### src/rtl/tile_dispatcher_pkg.sv
// Shared types and constants for the tile dispatcher: tile kinds, dispatcher
// states, queue entry layout, and the LFSR parameters.
package tetris;

  localparam int unsigned LfsrWidth = 16;
  localparam logic [LfsrWidth-1:0] LfsrMask = 16'hB400;

  typedef enum logic [2:0] {eNon, eI, eO, eT, eS, eZ, eJ, eL} tile_type_e;

  // Draw index 0..6 selects one of the seven real tiles.
  localparam tile_type_e TileLut [7] = '{eI, eO, eT, eS, eZ, eJ, eL};

  typedef enum logic [1:0] {eFILL, eIDLE, eISSUE, eWAIT} dispatch_state_e;

  typedef struct packed {
    tile_type_e tile_type;
    logic [1:0] angle;
  } tile_entry_t;

endpackage

### src/rtl/tile_dispatcher_if.sv
// Game/executor-facing handshake bundle of the tile dispatcher. Suffixes are
// from the dispatcher's point of view.
interface tile_dispatcher_if;
  import tetris::*;

  logic       spawn_req_i;
  logic       spawn_ready_o;
  logic       v_o;
  logic       done_i;
  tile_type_e tile_type_o;
  logic [1:0] tile_type_angle_o;
  logic       spawned_o;
  tile_type_e preview_type_o;

  modport slave (
    input  spawn_req_i,
    input  done_i,
    output spawn_ready_o,
    output v_o,
    output tile_type_o,
    output tile_type_angle_o,
    output spawned_o,
    output preview_type_o
  );

  modport master (
    output spawn_req_i,
    output done_i,
    input  spawn_ready_o,
    input  v_o,
    input  tile_type_o,
    input  tile_type_angle_o,
    input  spawned_o,
    input  preview_type_o
  );

endinterface

### src/rtl/tile_dispatcher_lfsr.sv
// Free-running 16-bit Galois LFSR (right shift, feedback mask from tetris),
// the random source for tile draws.
module tile_lfsr
  import tetris::*;
#(
  parameter logic [LfsrWidth-1:0] seed_p = 16'hACE1
) (
  input  logic                 clk_i,
  input  logic                 reset_n_i,
  output logic [LfsrWidth-1:0] lfsr_o
);

  logic [LfsrWidth-1:0] state_q, state_d;

  always_comb begin
    state_d = state_q >> 1;
    if (state_q[0]) state_d = state_d ^ LfsrMask;
  end

  always_ff @(posedge clk_i or negedge reset_n_i) begin
    if (!reset_n_i) state_q <= seed_p;
    else            state_q <= state_d;
  end

  assign lfsr_o = state_q;

endmodule

### src/rtl/tile_dispatcher.sv
// Tile dispatcher: keeps a preview queue of random tiles topped up from the
// LFSR and hands the head tile to the executor on request.
module tile_dispatcher
  import tetris::*;
#(
  parameter int unsigned queue_depth_p = 4,
  parameter logic [15:0] lfsr_seed_p   = 16'hACE1
) (
  input logic              clk_i,
  input logic              reset_n_i,
  tile_dispatcher_if.slave bus
);

  localparam int unsigned PtrW = (queue_depth_p > 1) ? $clog2(queue_depth_p) : 1;
  localparam int unsigned CntW = PtrW + 1;
  localparam logic [CntW-1:0] FullCnt = CntW'(queue_depth_p);

  // Random draw
  logic [LfsrWidth-1:0] lfsr;
  logic [2:0]           draw_idx;
  logic                 draw_valid;
  tile_entry_t          draw_entry;
  logic                 unused_lfsr;

  tile_lfsr #(
    .seed_p(lfsr_seed_p)
  ) u_lfsr (
    .clk_i    (clk_i),
    .reset_n_i(reset_n_i),
    .lfsr_o   (lfsr)
  );

  assign draw_idx    = lfsr[2:0];
  assign draw_valid  = (draw_idx != 3'd7);
  assign unused_lfsr = ^lfsr[LfsrWidth-1:5];

  always_comb begin
    draw_entry.tile_type = eNon;
    draw_entry.angle     = lfsr[4:3];
    if (draw_valid) draw_entry.tile_type = TileLut[draw_idx];
  end

  // Preview queue
  tile_entry_t     queue_q [queue_depth_p];
  logic [PtrW-1:0] rd_ptr_q, wr_ptr_q;
  logic [CntW-1:0] count_q, count_d;
  logic            q_full, q_empty, push, pop;
  tile_entry_t     head;

  dispatch_state_e state_q, state_d;
  logic            spawn_ready, load, accept, wait_exit;
  logic            wait_first_q, spawned_q;
  tile_entry_t     issue_q;

  assign q_full  = (count_q == FullCnt);
  assign q_empty = (count_q == '0);
  assign push    = draw_valid && !q_full;
  assign pop     = accept && !q_empty;
  assign head    = queue_q[rd_ptr_q];

  always_comb begin
    count_d = count_q;
    case ({push, pop})
      2'b10:   count_d = count_q + CntW'(1);
      2'b01:   count_d = count_q - CntW'(1);
      default: count_d = count_q;
    endcase
  end

  always_ff @(posedge clk_i or negedge reset_n_i) begin
    if (!reset_n_i) begin
      rd_ptr_q <= '0;
      wr_ptr_q <= '0;
      count_q  <= '0;
    end else begin
      count_q <= count_d;
      if (push) wr_ptr_q <= wr_ptr_q + PtrW'(1);
      if (pop)  rd_ptr_q <= rd_ptr_q + PtrW'(1);
    end
  end

  // Storage needs no reset: entries are only read below count_q.
  always_ff @(posedge clk_i) begin
    if (push) queue_q[wr_ptr_q] <= draw_entry;
  end

  // Dispatch FSM
  assign load      = spawn_ready && bus.spawn_req_i;
  assign accept    = (state_q == eISSUE) && bus.done_i;
  // The first eWAIT cycle ignores done_i: it may still reflect the accept.
  assign wait_exit = (state_q == eWAIT) && !wait_first_q && bus.done_i;

  always_ff @(posedge clk_i or negedge reset_n_i) begin
    if (!reset_n_i) state_q <= eFILL;
    else            state_q <= state_d;
  end

  always_comb begin
    state_d = state_q;
    unique case (state_q)
      eFILL:   if (count_d == FullCnt) state_d = eIDLE;
      eIDLE:   if (load)               state_d = eISSUE;
      eISSUE:  if (accept)             state_d = eWAIT;
      eWAIT:   if (wait_exit)          state_d = eIDLE;
      default:                         state_d = eFILL;
    endcase
  end

  always_comb begin
    spawn_ready = (state_q == eIDLE) && !q_empty;
    bus.v_o     = (state_q == eISSUE);
  end

  always_ff @(posedge clk_i or negedge reset_n_i) begin
    if (!reset_n_i) begin
      wait_first_q <= 1'b0;
      spawned_q    <= 1'b0;
      issue_q      <= '{tile_type: eNon, angle: 2'd0};
    end else begin
      wait_first_q <= accept;
      spawned_q    <= wait_exit;
      if (load) issue_q <= head;
    end
  end

  assign bus.spawn_ready_o     = spawn_ready;
  assign bus.spawned_o         = spawned_q;
  assign bus.tile_type_o       = issue_q.tile_type;
  assign bus.tile_type_angle_o = issue_q.angle;
  assign bus.preview_type_o    = q_empty ? eNon : head.tile_type;

endmodule

### src/flat_wrapper.sv
// flat-port wrapper written by rule: the top's interface ports become plain ports
module tile_dispatcher_flat import tetris::*;
#(
  parameter int unsigned queue_depth_p = 4,
  parameter logic [15:0] lfsr_seed_p   = 16'hACE1
)
  (clk_i, reset_n_i, bus_spawn_req_i, bus_done_i, bus_spawn_ready_o, bus_v_o, bus_tile_type_o, bus_tile_type_angle_o, bus_spawned_o, bus_preview_type_o);
  tile_dispatcher_if bus_i ();
  input logic clk_i;
  input logic reset_n_i;
  input wire logic [$bits(bus_i.spawn_req_i)-1:0] bus_spawn_req_i;
  input wire logic [$bits(bus_i.done_i)-1:0] bus_done_i;
  output wire logic [$bits(bus_i.spawn_ready_o)-1:0] bus_spawn_ready_o;
  output wire logic [$bits(bus_i.v_o)-1:0] bus_v_o;
  output wire logic [$bits(bus_i.tile_type_o)-1:0] bus_tile_type_o;
  output wire logic [$bits(bus_i.tile_type_angle_o)-1:0] bus_tile_type_angle_o;
  output wire logic [$bits(bus_i.spawned_o)-1:0] bus_spawned_o;
  output wire logic [$bits(bus_i.preview_type_o)-1:0] bus_preview_type_o;
  assign bus_i.spawn_req_i = bus_spawn_req_i;
  assign bus_i.done_i = bus_done_i;
  assign bus_spawn_ready_o = bus_i.spawn_ready_o;
  assign bus_v_o = bus_i.v_o;
  assign bus_tile_type_o = bus_i.tile_type_o;
  assign bus_tile_type_angle_o = bus_i.tile_type_angle_o;
  assign bus_spawned_o = bus_i.spawned_o;
  assign bus_preview_type_o = bus_i.preview_type_o;
  tile_dispatcher #(.queue_depth_p(queue_depth_p), .lfsr_seed_p(lfsr_seed_p)) u_core (.clk_i(clk_i), .reset_n_i(reset_n_i), .bus(bus_i));
endmodule
### config.mk
export PLATFORM = sky130hd
export DESIGN_NAME = tile_dispatcher_flat
export DESIGN_NICKNAME = d
export VERILOG_FILES = /design/src/rtl/tile_dispatcher_pkg.sv /design/src/rtl/tile_dispatcher_if.sv /design/src/rtl/tile_dispatcher_lfsr.sv /design/src/rtl/tile_dispatcher.sv /design/src/flat_wrapper.sv
export SDC_FILE = /design/constraint.sdc
export NUM_CORES = 1
export LEC_CHECK = 0
export CAP_MARGIN = 5
export CELL_PAD_IN_SITES_DETAIL_PLACEMENT = 1
export CELL_PAD_IN_SITES_GLOBAL_PLACEMENT = 1
export CORE_ASPECT_RATIO = 0.7
export CORE_UTILIZATION = 44
export CTS_CLUSTER_SIZE = 8
export DETAILED_ROUTE_END_ITERATION = 6
export PLACE_DENSITY = 0.71
export SYNTH_ARGS = -nofsm -noshare
export SYNTH_HDL_FRONTEND = slang
export SYNTH_SLANG_ARGS = --single-unit
### constraint.sdc
create_clock -name clk_i -period 3 [get_ports clk_i]
set_clock_uncertainty 0.15 [all_clocks]
set_input_delay 0.6 -clock clk_i [delete_from_list [all_inputs] [get_ports clk_i]]
set_output_delay 0.6 -clock clk_i [all_outputs]
set_load 0.02 [all_outputs]
* Word level (Yosys, flattened, before mapping)
Memories as Yosys holds them, arrays and structs flattened.
Cells that the tools add are included.
** Word-level totals
- Register bits :: 32
- Memory bits (writable) :: 20
- Memory bits (read-only) :: 24
- Bits of input ports :: 4
- Output and inout bits :: 11
- Word-level logic and storage cells :: 56
- Memories kept :: 2
** Memories
- (name not given) :: depth 8, bits a word 3, read ports 1, clocked after memory_dff 0, wr ports 0, RTL line tile_dispatcher.sv:40 : if (draw_valid) draw_entry.tile_type = TileLut[draw_idx];
- u_core.queue_q :: depth 4, bits a word 5, read ports 1, clocked after memory_dff 0, wr ports 1, RTL line tile_dispatcher.sv:44 : tile_entry_t queue_q [queue_depth_p];
** Operators by class
- $add $sub $neg :: 4
- $lt $le $gt $ge :: 1
- Equality and inequality tests :: 12
- Mux-type cells :: 13
- Bitwise logic cells :: 2
- Reduce and logical (&&, ||, !) cells :: 13
** Operators by type and width (count)
- $mux 16 :: 1
- $mux 3 :: 4
- $mux 2 :: 4
- $ne 2x1->1 const B :: 4
- $not 3->4 :: 2
- $pmux 2 s4 :: 1
- $logic_and 1x1->1 :: 7
- $eq 2x2->1 const B :: 3
- $eq 3x3->1 const B :: 2
- $pmux 3 s2 :: 1
- $add 2x1->2 const B :: 2
- $eq 2x1->1 const B :: 2
- $ge 4x4->1 const B :: 1
- $reduce_and 4->1 :: 1
- $add 3x1->3 const B :: 1
- $logic_not 1->1 :: 3
- $logic_not 3->1 :: 1
- $ne 3x3->1 const B :: 1
- $sub 3x1->3 const B :: 1
- $logic_not 2->1 :: 1
- $mux 1 :: 2

* Depth between registers and ports, before layout
- Depth after elaboration :: 8
- Mapped depth :: 12
- Mapped depth without buffers :: 12

* Cells and area by module
From an unflattened synthesis, not the netlist that was laid out.
** Second synthesis, totals
- Cell total of the unflattened synthesis :: 142
- Area total of the unflattened synthesis :: 2218.4 µm²
** Modules (own cells, without submodules)
- tile_dispatcher :: instances 1, cells an instance 110, area an instance 1684.1 µm², seq. area each 1001.0 µm²
- tile_lfsr :: instances 1, cells an instance 32, area an instance 534.3 µm², seq. area each 410.4 µm²

* Worst setup path before layout
OpenSTA, ideal clock, no wires.
- Path type :: register to register
- From :: register u_core.state_q[0]
- To :: register u_core.state_q[1]
- Setup time :: 0.128 ns
- Arrival :: 2.691 ns
- Data required time :: 2.722 ns
- Setup slack :: 0.031 ns
- Cell stages (with the launch flop) :: 13
- Buffers on the path :: 0
- Period minus slack after synthesis :: 2.969 ns
- Cells stage by stage :: dfrtp_1 -> inv_1 -> ha_1 -> and2_1 -> and2_1 -> ha_1 -> inv_1 -> fa_1 -> xor2_1 -> nor3_1 -> and3b_1 -> a211oi_2 -> mux2_1
** Between the ends
- Word-level cells in the longest chain between the ends :: 8
- Elaborated cells on any way between the ends :: 20
- Those cells by class :: eq/ne (10); mux (2); reduce/logical (8)
** Ends and longest elaborated chain
- start, declared :: RTL line tile_dispatcher.sv:50 : dispatch_state_e state_q, state_d;
- start signal, assigned :: RTL line tile_dispatcher.sv:94 : if (!reset_n_i) state_q <= eFILL;
- start signal, assigned :: RTL line tile_dispatcher.sv:95 : else state_q <= state_d;
- $eq 2x2->1 *
- via bus_v_o :: RTL line flat_wrapper.sv:14 : output wire logic [$bits(bus_i.v_o)-1:0] bus_v_o;
- $logic_and 1x1->1 * :: RTL line tile_dispatcher.sv:89 : assign accept = (state_q == eISSUE) && bus.done_i;
- via u_core.accept :: RTL line tile_dispatcher.sv:51 : logic spawn_ready, load, accept, wait_exit;
- $logic_and 1x1->1 * :: RTL line tile_dispatcher.sv:58 : assign pop = accept && !q_empty;
- via u_core.pop :: RTL line tile_dispatcher.sv:47 : logic q_full, q_empty, push, pop;
- $eq 2x1->1 or $eq 2x2->1 (tied branches) :: RTL line tile_dispatcher.sv:63 : case ({push, pop})
- $pmux 3 s2 * :: RTL line tile_dispatcher.sv:63
- $eq 3x3->1 * :: RTL line tile_dispatcher.sv:101 : eFILL: if (count_d == FullCnt) state_d = eIDLE;
- $ne 2x1->1 (no line) *
- $reduce_and 4->1 (no line) *
Mark *: on every way through the listed nets, which the timed path passes. The rest lies on a longest branch.
A chain may end at the register's enable or synchronous reset.

* Worst setup path after layout
- From :: register u_core.u_lfsr.state_q[0], in the netlist u_core.u_lfsr.lfsr_o[0]
- To :: register u_core.state_q[1]
** Between the ends
- Word-level cells in the longest chain between the ends :: 7
- Elaborated cells on any way between the ends :: 8
- Those cells by class :: eq/ne (5); mux (1); reduce/logical (2)
** Ends and longest elaborated chain
- start, declared :: RTL line tile_dispatcher_lfsr.sv:13 : logic [LfsrWidth-1:0] state_q, state_d;
- start signal, assigned :: RTL line tile_dispatcher_lfsr.sv:21 : if (!reset_n_i) state_q <= seed_p;
- start signal, assigned :: RTL line tile_dispatcher_lfsr.sv:22 : else state_q <= state_d;
- $ne 3x3->1 * :: RTL line tile_dispatcher.sv:34 : assign draw_valid = (draw_idx != 3'd7);
- $logic_and 1x1->1 * :: RTL line tile_dispatcher.sv:57 : assign push = draw_valid && !q_full;
- $eq 2x1->1 or $eq 2x2->1 (tied branches) :: RTL line tile_dispatcher.sv:63
- $pmux 3 s2 * :: RTL line tile_dispatcher.sv:63
- $eq 3x3->1 * :: RTL line tile_dispatcher.sv:101
- $ne 2x1->1 (no line) *
- $reduce_and 4->1 (no line) *
Mark *: on every way between the ends. The rest lies on a longest branch, timed or not.

==> impl_metrics.ini <==
[pwr]
internal-power_w = 0.001649
power.share.sequential_pct = 42.8
p_per_area_nw_per_um2 = 989.3
p_leak_nw = 1.071
p_sw_w = 0.0008602
p_clk_share_pct = 14.7
p_sw_share_pct = 34.28
vdd_ir_drop_max_mv = 0.2666
combPwrFrac_pct = 42.5
total_power_w = 0.002509

[clock_network]
cts_buffer_depth = 2
cts-buffers-inserted = 5
h-tree-depth = 2
clk_pin_slew_ns = 0.09
cts_tree = done
clkSinkCount = 52
clk_latency_ns = 0.30
root_buffer = clkbuf_8

[hold_path]
holdPathStages = 0
worstHoldEndpoint = u_core.u_lfsr.lfsr_o[6]$_DFF_PN1_
min_path_type = flip-flop to flip-flop
hp-start = u_core.u_lfsr.lfsr_o[7]$_DFF_PN1_

[setup_path]
reg2reg_to = u_core.state_q[1]$_DFFE_PN0P_
r2r_setup_slack_ns = 0.08
start_kind = flip-flop
max_stage_delay_ns = 0.55
ff2ff_path_depth = 12
worstPathArrival_ns = 2.96
crit_path_top_delay_cell = dfstp_2
crit_type = flip-flop to flip-flop
critPathRequiredTime_ns = 3.04
r2r-start = u_core.u_lfsr.lfsr_o[0]$_DFF_PN1_
path_cells = ha_1 -> ha_2 -> a31oi_2 -> inv_2 -> ha_4 -> inv_1 -> fa_2 -> xor2_4 -> nor3_2 -> and3b_2 -> a211oi_2 -> mux2_1
end_kind = flip-flop
crit_path_max_fanout = 3

[timing]
worstMarginPinSlew_ns = 0.4689
fin_crit_ns = 2.924
setup_tns_ns = 0
setup_ws_ns = 0.07605
rsz0062_at_grt = yes
setup_viol = 0
post-route-period-util_pct = 97.46
finalMaxSlewViolations = 0
fmax_ghz = 0.3420
hold_viol_final = 0
slew_headroom_pct = 68.55

[logic_synthesis]
synth_area_sq_um = 2121
synth_nets = 153
ys_types = 29
ys.warnings.count = 0
postSynthAreaPerCell_sq_um = 15.59
syn_inst = 136
ys_ff_latch = 52
yosysSeqAreaShare_pct = 66.55

[cells_and_area]
n_antenna_cell = 0
nNetsFinal = 182
area_delta_synth_final_pct = 19.59
layout-drive-gt1-share_pct = 30.72

[grt]
antenna_found_initial = 0
grtUsageTotal_pct = 17.11
grt_max_degree = 33
grt_pass1_vias = 1275
gr-total-overflow = 0
grt_first_pass_wirelength_mm = 6.272

[drt]
drt-initial-drc-count = 35
dr.pass1.iters = 6
vias_per_cell = 5.036
via_count = 1113
ant_nets = 0
drt-total-wl_mm = 3.684
drc_errors = 3
wl_per_cell_microns = 16.67

[placed_design]
gp_congestion = 0.7521
place_ws_ns = -0.4252
io_buffers = 14
hpwl_mm = 2.538

[die]
core_sq_um = 4479
rows = 20
pin_count = 15
dieWidth_microns = 84.98
die_h_microns = 60.09
dieArea_sq_um = 5106
start_util_pct = 47.35

[status]
violations = design-rule violations
status = complete, but fails checks

[job]
drv_cap = 0
-- timing repair --
action	4_1_cts	5_1_grt
gates resized for setup	10	8
pin swaps	4	4
hold buffers	0	0
endpoints found under the setup margin	1	4
setup buffers	1	2
-- cells in the mapped netlist --
cell type	count	area (sq um)
nor2b_1	1	6.260
edfxtp_1	20	600.6
nor2_1	2	7.510
dfrtp_1	24	600.6
nand2_4	1	11.26
o32ai_1	1	8.760
mux2_2	5	56.30
a31oi_1	1	6.260
or3_4	1	11.26
o21ai_1	1	5.000
dfstp_2	8	210.2
a211oi_1	1	7.510
xor2_1	6	52.55
a21oi_1	2	10.01
fa_1	1	20.02
o21a_1	1	7.510
buf_2	2	10.01
mux4_2	5	112.6
clkbuf_1	1	3.750
nor3_1	2	10.01
and3b_1	1	8.760
ha_1	12	150.1
inv_1	12	45.04
mux2_1	1	11.26
nand2_1	4	15.01
o21ai_0	5	25.02
a211oi_2	1	12.51
and2_1	11	68.82
xnor2_1	3	26.28
-- worst max-delay path, delay by kind of cell, from the launching register on --
kind                       cells  cell delay [ns]
buffers and inverters          2             0.14
xor gates and xnor gates       1             0.18
and+or+nand+nor                2             0.36
adders and majority gates      4             0.83
muxes                          1             0.34
AOI/OAI and AO/OA              2             0.27
DFF                            1             0.55
-- worst max-delay path by stage --
stage | startpoint | end | slack [ns] | cells past startpoint
after detailed placement | bus_done_i | u_core.state_q[1]$_DFFE_PN0P_ | -0.43 | 11
after CTS | u_core.state_q[0]$_DFFE_PN0P_ | u_core.state_q[1]$_DFFE_PN0P_ | 0.01 | 12
final | u_core.u_lfsr.lfsr_o[0]$_DFF_PN1_ | u_core.state_q[1]$_DFFE_PN0P_ | 0.08 | 12
after global placement | bus_done_i | u_core.state_q[1]$_DFFE_PN0P_ | -0.24 | 11
after floorplan | u_core.state_q[0]$_DFFE_PN0P_ | u_core.state_q[1]$_DFFE_PN0P_ | 0.03 | 12
after global routing | u_core.u_lfsr.lfsr_o[0]$_DFF_PN1_ | u_core.state_q[1]$_DFFE_PN0P_ | -0.04 | 12
-- power by group through the flow --
stage / Sequential (W) / Clock (W) / Combinational [W]
3_5_place_dp: 0.00109 / 0 / 0.000973
4_1_cts: 0.00108 / 0.000380 / 0.00103
6_report: 0.00107 / 0.000370 / 0.00107
2_1_floorplan: 0.00106 / 0 / 0.000627
3_3_place_gp: 0.00108 / 0 / 0.000935
5_1_grt: 0.00110 / 0.000412 / 0.00117
-- per-layer routing --
metal | GRT usage [%] | share of wire (%) | vias up
met1 | 20.40 | 45 | 570
met4 | 5.811 | 0.92 | 0
met5 | 0 | 0 | -
met3 | 4.558 | 3.4 | 5
li1 | - | - | 519
met2 | 30.76 | 51 | 19
-- state kept, by name (all words and copies together) (netlist names) --
signal                        flops
u_core.queue_q                   20
u_core.u_lfsr.lfsr_o             16
u_core.bus.tile_type_o            3
u_core.count_q                    3
u_core.bus.tile_type_angle_o      2
u_core.rd_ptr_q                   2
u_core.state_q                    2
u_core.wr_ptr_q                   2
u_core.bus.spawned_o              1
u_core.wait_first_q               1
-- cells in the final DEF, fill, tap and decap left out, types with 4 or more instances in the layout --
cell type        netlist  final
ha_1                  12      9
clkdlybuf4s50_1        0     13
buf_4                  0     11
mux4_2                 5      5
clkbuf_8               0      5
edfxtp_1              20     20
dfrtp_1               24     23
dfstp_2                8      8
mux2_2                 5      5
nand2_1                4      4
xor2_1                 6      5
and2_1                11      9
inv_1                 12     10
-- logic make-up after synthesis --
family          share of synthesized area, %
compound gates                         3.894
xor+xnor                               3.717
flops                                  66.55
fa+ha+maj                              8.023
simple gates                           6.549
buf+inv                                2.773
mux                                    8.495
-- final cells by class --
| cell class | instances | area [sq um] |
|---|---|---|
| Inverter | 12 | 45.04 |
| Tap cell | 55 | 68.82 |
| Timing Repair Buffer | 25 | 221.5 |
| Sequential cell | 52 | 1413 |
| Multi-Input combinational cell | 69 | 706.9 |
| Clock inverter | 1 | 5.005 |
| Clock buffer | 7 | 76.32 |
| Fill cell | 435 | 1943 |
-- metrics by stage --
stage	instance area (sq um)	util [%]	hold slack, ns	cells
floorplan	2121	-	0.1544	136
global placement	2376	53.04	0.1907	210
detailed placement	2376	53.04	0.1918	210
CTS	2497	55.75	0.2115	219
global route	2536	56.62	0.2157	221
finish	2536	56.62	0.2089	221
No activity file was read; power rests on OpenSTA's default activity.
